## config.mk

```make
export PLATFORM = sky130hd
export DESIGN_NAME = ram_port_arbiter
export DESIGN_NICKNAME = d
export VERILOG_FILES = /design/src/rtl/ram_port_arbiter_pkg.sv /design/src/rtl/ram_sp_regaddr.sv /design/src/rtl/ram_port_arbiter.sv
export SDC_FILE = /design/constraint.sdc
export NUM_CORES = 2
export LEC_CHECK = 0
export BUFFER_PORTS_ARGS = -buffer_cell sky130_fd_sc_hd__buf_2
export CAP_MARGIN = 20
export CORE_ASPECT_RATIO = 0.5
export CORE_MARGIN = 4
export CORE_UTILIZATION = 40
export CTS_CLUSTER_SIZE = 14
export DETAILED_ROUTE_END_ITERATION = 12
export PLACE_DENSITY_LB_ADDON = 0.08
export REMOVE_ABC_BUFFERS = 1
export SLEW_MARGIN = 15
export SYNTH_ARGS = -nofsm -noshare
export SYNTH_HDL_FRONTEND = slang
export SYNTH_HIERARCHICAL = 1
export SYNTH_SLANG_ARGS = --single-unit
```

## constraint.sdc

```tcl
create_clock -name CLK -period 43.1 [get_ports CLK]
set_input_delay 8.62 -clock CLK [delete_from_list [all_inputs] [get_ports CLK]]
set_output_delay 8.62 -clock CLK [all_outputs]
set_load 0.01 [all_outputs]
```

## src/rtl/ram_port_arbiter_pkg.sv

```systemverilog
// ram_port_arbiter_pkg: shared FSM state type and default geometry for the arbitrated RAM.
package ram_port_arbiter_pkg;
   localparam int AW_DEF = 10;
   localparam int DW_DEF = 4;
   typedef enum logic {INIT, RUN} state_t;
endpackage

```

## src/rtl/ram_sp_regaddr.sv

```systemverilog
// ram_sp_regaddr: single-port RAM, synchronous write, registered read address.
module ram_sp_regaddr
   import ram_port_arbiter_pkg::*;
#(
   parameter int AW = AW_DEF,
   parameter int DW = DW_DEF
) (
   input  logic          clk,
   input  logic          we,
   input  logic          re,
   input  logic [AW-1:0] addr,
   input  logic [DW-1:0] wdata,
   output logic [DW-1:0] rdata
);
   logic [DW-1:0] mem [2**AW];
   logic [AW-1:0] raddr_q;
   always_ff @(posedge clk) begin
      if (we) mem[addr] <= wdata;
      if (re) raddr_q <= addr;
   end
   assign rdata = mem[raddr_q];
endmodule

```

## src/rtl/ram_port_arbiter.sv

```systemverilog
// ram_port_arbiter: two-requester round-robin front end to a single-port RAM,
// with a power-up clear sweep and a fixed two-cycle read-return pipeline.
module ram_port_arbiter
   import ram_port_arbiter_pkg::*;
#(
   parameter int AW = AW_DEF,
   parameter int DW = DW_DEF
) (
   input  logic          CLK,
   input  logic          RST,
   input  logic          REQ0,
   input  logic          REQ1,
   input  logic          WE0,
   input  logic          WE1,
   input  logic [AW-1:0] ADDR0,
   input  logic [AW-1:0] ADDR1,
   input  logic [DW-1:0] WDATA0,
   input  logic [DW-1:0] WDATA1,
   output logic          GNT0,
   output logic          GNT1,
   output logic          RVALID0,
   output logic          RVALID1,
   output logic [DW-1:0] RDATA,
   output logic          BUSY
);
   state_t        state_q, state_d;
   logic [AW-1:0] cnt_q, cnt_d;
   logic          ptr_q, ptr_d;
   logic          rd_v_q, rd_v_d;
   logic          rd_tag_q, rd_tag_d;
   logic [1:0]    rvalid_q, rvalid_d;
   logic [DW-1:0] rdata_q, rdata_d;
   logic          init, taken, sel_we, ram_we, ram_re;
   logic [AW-1:0] ram_addr;
   logic [DW-1:0] ram_wd, ram_rd;

   always_comb begin
      init     = state_q == INIT;
      GNT0     = !init && REQ0 && (!REQ1 || !ptr_q);
      GNT1     = !init && REQ1 && (!REQ0 || ptr_q);
      taken    = GNT0 || GNT1;
      sel_we   = GNT1 ? WE1 : WE0;
      // The clear sweep owns the RAM port while INIT is active.
      ram_we   = init || (taken && sel_we);
      ram_re   = taken && !sel_we;
      ram_addr = init ? cnt_q : (GNT1 ? ADDR1 : ADDR0);
      ram_wd   = init ? '0 : (GNT1 ? WDATA1 : WDATA0);
      cnt_d    = init ? cnt_q + 1'b1 : cnt_q;
      state_d  = (init && &cnt_q) ? RUN : state_q;
      ptr_d    = taken ? GNT0 : ptr_q;
      rd_v_d   = ram_re;
      rd_tag_d = GNT1;
      rvalid_d = {rd_v_q && rd_tag_q, rd_v_q && !rd_tag_q};
      rdata_d  = rd_v_q ? ram_rd : rdata_q;
      RVALID0  = rvalid_q[0];
      RVALID1  = rvalid_q[1];
      RDATA    = rdata_q;
      BUSY     = init;
   end

   always_ff @(posedge CLK or posedge RST) begin
      if (RST) begin
         state_q  <= INIT;
         cnt_q    <= '0;
         ptr_q    <= 1'b0;
         rd_v_q   <= 1'b0;
         rd_tag_q <= 1'b0;
         rvalid_q <= '0;
         rdata_q  <= '0;
      end else begin
         state_q  <= state_d;
         cnt_q    <= cnt_d;
         ptr_q    <= ptr_d;
         rd_v_q   <= rd_v_d;
         rd_tag_q <= rd_tag_d;
         rvalid_q <= rvalid_d;
         rdata_q  <= rdata_d;
      end
   end

   ram_sp_regaddr #(.AW(AW), .DW(DW)) u_ram (
      .clk   (CLK),
      .we    (ram_we),
      .re    (ram_re),
      .addr  (ram_addr),
      .wdata (ram_wd),
      .rdata (ram_rd)
   );
endmodule

```

==> Word-level counts from Yosys, hierarchy flattened <==
Memory sizes are Yosys's and may differ from the RTL's. A register that Yosys moved wholly into a read port is not among the register bits.
Cells that the tools add are included.
{ "classes": {"add_sub_neg": 1, "bitwise": 1, "n_reduce_logical": 19, "mux": 7} }
{ "op_table": {"columns": ["op", "count"], "rows": [
  ["$mux 10", 2],
  ["$add 10x1->10 const B", 1],
  ["$reduce_and 10->1", 1],
  ["$logic_and 1x1->1", 9],
  ["$mux 4", 2],
  ["$logic_not 1->1", 5],
  ["$logic_or 1x1->1", 4],
  ["$mux 1", 3],
  ["$not 1->1", 1]
]} }
{ "word_totals": {"output_inout_bits": 9, "memories": 1, "regBits": 26, "ram_bits": 4096, "in_bits": 34} }
{ "memory_table": {"columns": ["memory", "words", "word_bits", "rd", "rd_clocked_by_memory_dff", "write_ports", "line", "text"], "rows": [
  ["u_ram.mem", 1024, 4, 1, 1, 1, "ram_sp_regaddr.sv:15", "logic [DW-1:0] mem [2**AW];"]
]} }

==> Logic depth before layout (Yosys ltp) <==
{ "logic_depth": {"depth_word": 8, "depth_mapped": 16, "ltp_nobuf": 9} }

==> Modules after synthesis <==
The synthesis kept the hierarchy.
{ "modules_own_cells": {"columns": ["module", "seq_area_each_um2", "area_each_um2", "instances", "cells_per_inst"], "rows": [
  ["ram_sp_regaddr", 123498.4, 163181.5, 1, 8258],
  ["ram_port_arbiter", 500.5, 1166.1, 1, 129]
]} }

==> Least setup slack after synthesis <==
No wires, ideal clock.
{ "synth_timing": {"path_kind": "input to register", "startpoint": "input port REQ1", "endpoint": "memory u_ram/mem[0][0] (netlist name), data pin", "arrival_time_ns": 36.173, "setup_slack_ns": 1.239, "path_buffers": 1, "cell_stages": 4, "cell_sequence": "buf_4 inv_1 o21ai_0 a21oi_1"} }
{ "synth_via": {"elab_chain_cells": 4} }
{ "synth_rtl": {"columns": ["item", "line", "text"], "rows": [
  ["from (decl)", "ram_port_arbiter.sv:12", "input logic REQ1,"],
  ["$logic_and 1x1->1 (2 in a row)", "ram_port_arbiter.sv:40", "GNT1 = !init && REQ1 && (!REQ0 || ptr_q);"],
  ["$mux 4 (2 in a row)", "ram_port_arbiter.sv:47", "ram_wd = init ? '0 : (GNT1 ? WDATA1 : WDATA0);"],
  ["via ram_wd[0]", "ram_port_arbiter.sv:35", "logic [DW-1:0] ram_wd, ram_rd;"],
  ["to (decl)", "ram_sp_regaddr.sv:15", null]
]} }
The timed path passes the listed nets, and every way through them passes these cells.

==> Worst setup path in the final report <==
{ "layout_timing": {"startpoint": "input port REQ1", "endpoint": "output port GNT1"} }
{ "layout_via": {"elab_chain_cells": 2} }
{ "layout_rtl": {"columns": ["item", "line", "text"], "rows": [
  ["$logic_and 1x1->1 (2 in a row)", "ram_port_arbiter.sv:40", null],
  ["to (decl)", "ram_port_arbiter.sv:20", "output logic GNT1,"]
]} }
No other way between the ends.

==> flow_metrics.env <==
export IMPL_outcome="completed"
export IMPL_io_pins=43
export IMPL_maxCapViolations=0
export IMPL_combPwrFrac_pct=0.1
export IMPL_finalNetCount=8525
export IMPL_cp_top_family="buffers and inverters"
export IMPL_irDropWorstVdd_uv=33.45
export IMPL_cp_endpoint="GNT1"
export IMPL_setup_violations=0
export IMPL_hold_ws_ps=453.5
export IMPL_min_period_over_period_pct=43.95
export IMPL_dieArea_um2=421800
export IMPL_routedWlPerCell_um=34.73
export IMPL_hold_path_class="register to register"
export IMPL_required_ps=34480
export IMPL_fp_row_count=166
export IMPL_end_kind="primary output"
export IMPL_grt_max_degree=193
export IMPL_cts_resized_gates=0
export IMPL_skew_ps=46.08
export IMPL_place_congestion=0.7982
export IMPL_cts_hold_buf=0
export IMPL_cts_buffer_depth=4
export IMPL_nFillCells=35030
export IMPL_r2r_cells=14
export IMPL_tightest_slew_ps=1245
export IMPL_yosysTopAreaCellShare_pct=75.02
export IMPL_synth_area_um2=164300
export IMPL_drt_wl_total_um=495100
export IMPL_clk_insertion_delay_late_ps=930
export IMPL_synthArstFlopShare_pct=0.4836
export IMPL_cp_max_fo=18
export IMPL_timing_critical_path_buf_inv=5
export IMPL_grt_pass1_vias=83990
export IMPL_max_freq_mhz=52.79
export IMPL_coreArea_um2=409200
export IMPL_power_density_nw_per_um2=42.29
export IMPL_yosys_warnings=6
export IMPL_syn_instance_count=8387
export IMPL_grt_util_all_layers_pct=23.11
export IMPL_r2r_slack_ps=35110
export IMPL_power_frac_clock_pct=43.6
export IMPL_r2r_end="RDATA[0]$_DFFE_PP0P_"
export IMPL_cp_data_arrival_time_ps=10320
export IMPL_hold_path_startpoint="rd_tag_q$_DFF_PP0_"
export IMPL_grt_overflow=0
export IMPL_routed_via_density=5.922
export IMPL_post_dp_hpwl_um=300600
export IMPL_cts_tree="yes"
export IMPL_switching_share_pct=19.53
export IMPL_ant_nets=0
export IMPL_cts_sinks=4136
export IMPL_path_cells="buf_2, buf_4, inv_1, buf_4, nor3_1, buf_2"
export IMPL_yosysMostFrequentCell="edfxtp_1"
export IMPL_synth_seq_cells=4136
export IMPL_die_w_um=914.5
export IMPL_yosysTopAreaCell="edfxtp_1"
export IMPL_path_class="input port to primary output"
export IMPL_synthToLayoutAreaGrowth_pct=11.10
export IMPL_cts_setup_buffers=0
export IMPL_antenna_found_initial=58
export IMPL_ys_top_cells_by_count="4,106 x edfxtp_1, 1,108 x nor2_1, 842 x mux4_2, 425 x mux2i_1, 264 x clkbuf_1"
export IMPL_fin_util_pct=44.63
export IMPL_start_util_pct=40.17
export IMPL_vias=84430
export IMPL_crit_path_start_kind="input port"
export IMPL_clk_root_buffer_cell="clkbuf_16"
export IMPL_cp_slowest_cell="nor3_1"
export IMPL_drcViolationCount=0
export IMPL_syn_area_per_cell_um2=19.60
export IMPL_path_depth=6
export IMPL_grt_setup_unrepaired="no"
export IMPL_internal_power_w=0.006214
export IMPL_first_pass_iters=6
export IMPL_pwr_share_seq_pct=56.3
export IMPL_min_path_cells=1
export IMPL_h_tree_depth=5
export IMPL_grt_pass1_wl_um=686800
export IMPL_synth_cell_types=83
export IMPL_hold_viol_final=0
export IMPL_finalCriticalPeriod_ps=18940
export IMPL_synth_enable_flop_cells=4106
export IMPL_power_switching_w=0.001508
export IMPL_yosys_top_cells_area="edfxtp_1 75%, mux4_2 12%, mux2i_1 2.6%, nor2_1 2.5%, mux4_1 0.85%"
export IMPL_drt_initial_drc_count=10540
export IMPL_cts_buffers=388
export IMPL_seq_area_frac_synth_pct=75.45
export IMPL_synthFlopType="edfxtp_1"
export IMPL_die_h_um=461.3
export IMPL_clkTransAtPathRegs_ps=60
export IMPL_slew_viol_final=0
export IMPL_io_buffer_count=42
export IMPL_cp_slowest_stage_delay_ps=760
export IMPL_p_leak_nw=57.73
export IMPL_max_slew_margin_pct=16.57
export IMPL_drive_gt1_share_pct=20.65
export IMPL_startpoint="REQ1"
[cells in the final DEF (no fill, tap or decap), drive strengths merged, types with 25 or more instances in the layout]
cell type  count
mux2i        425
clkinv       163
bufinv        25
o21ai        110
a211oi        44
a21oi        118
o221ai       156
clkbuf       492
edfxtp      4106
nand2        171
nor3          83
a22oi         49
mux2          67
o22ai        107
nand3         53
mux4         895
nor2        1108
buf          304
[power groups by stage]
stage / logic [W] / clock network [W] / registers [W]
4_1_cts: 0.00000757 / 0.00344 / 0.00435
3_3_place_gp: 0.00000760 / 0 / 0.00444
3_5_place_dp: 0.00000756 / 0 / 0.00444
2_1_floorplan: 0.00000179 / 0 / 0.00444
6_report: 0.00000748 / 0.00336 / 0.00435
5_1_grt: 0.00000795 / 0.00362 / 0.00435
[worst min path at each step]
stage	to
finish	rvalid_q[0]$_DFF_PP0_
detailed placement	rvalid_q[0]$_DFF_PP0_
floorplan	rvalid_q[0]$_DFF_PP0_
CTS	rvalid_q[0]$_DFF_PP0_
global route	rvalid_q[0]$_DFF_PP0_
global placement	rvalid_q[0]$_DFF_PP0_
[cells by family (layout without fill, tap and decap cells)]
kind of cell / count (synthesis) / in the layout / synth area share (%)
flip-flops: 4136 / 4136 / 75.45
AND/OR/NAND/NOR: 1548 / 1548 / 3.909
multiplexers: 1387 / 1387 / 15.43
AO/OA/AOI/OAI: 705 / 705 / 2.981
buffers and inverters: 601 / 1000 / 2.172
XOR/XNOR: 9 / 9 / 0.04796
adder cells (fa/ha/maj): 1 / 1 / 0.007612
other: 0 / 11 / 0
[registers in the layout, summed over array words and instances (netlist names), named ones only]
| name | cells |
|---|---|
| RDATA | 4 |
| u_ram/mem | 4096 |
| cnt_q | 10 |
| rd_v_q | 1 |
| u_ram/raddr_q | 10 |
| state_q | 1 |
| ptr_q | 1 |
| rd_tag_q | 1 |
| rvalid_q | 2 |
[per-stage QoR]
step                      area (um2)  setup TNS [ps]  setup WS, ps  total power, W  std cells
after CTS                     182600               0         24140        0.007797      14250
after global routing          182600               0         24130        0.007975      14250
after global placement        170500               0         24140        0.004446      13560
final                         182600               0         24160        0.007723      14260
after detailed placement      170600               0         24140        0.004446      13560
after floorplan               160800          -36330         -9640        0.004441       7796
[per-layer routing]
metal | GRT usage (%) | wire length [um] | vias up
met1 | 35.61 | 226300 | 46120
met3 | 4.142 | 37780 | 522
met2 | 34.73 | 221500 | 3247
met4 | 4.483 | 9531 | 0
met5 | 0 | 0 | -
li1 | - | - | 34540
[cell type report]
class | instances | area (um2) | area share (%)
sequential | 4136 | 124000 | 67.92
multi-input combinational | 3650 | 37280 | 20.42
clock buffer | 492 | 10490 | 5.744
tap | 5460 | 6832 | 3.741
timing repair buffer | 304 | 2379 | 1.303
clock inverter | 194 | 1510 | 0.8271
inverter | 10 | 60.06 | 0.03289
antenna | 11 | 27.53 | 0.01508
Note: power is estimated with default switching activity, not from simulation.
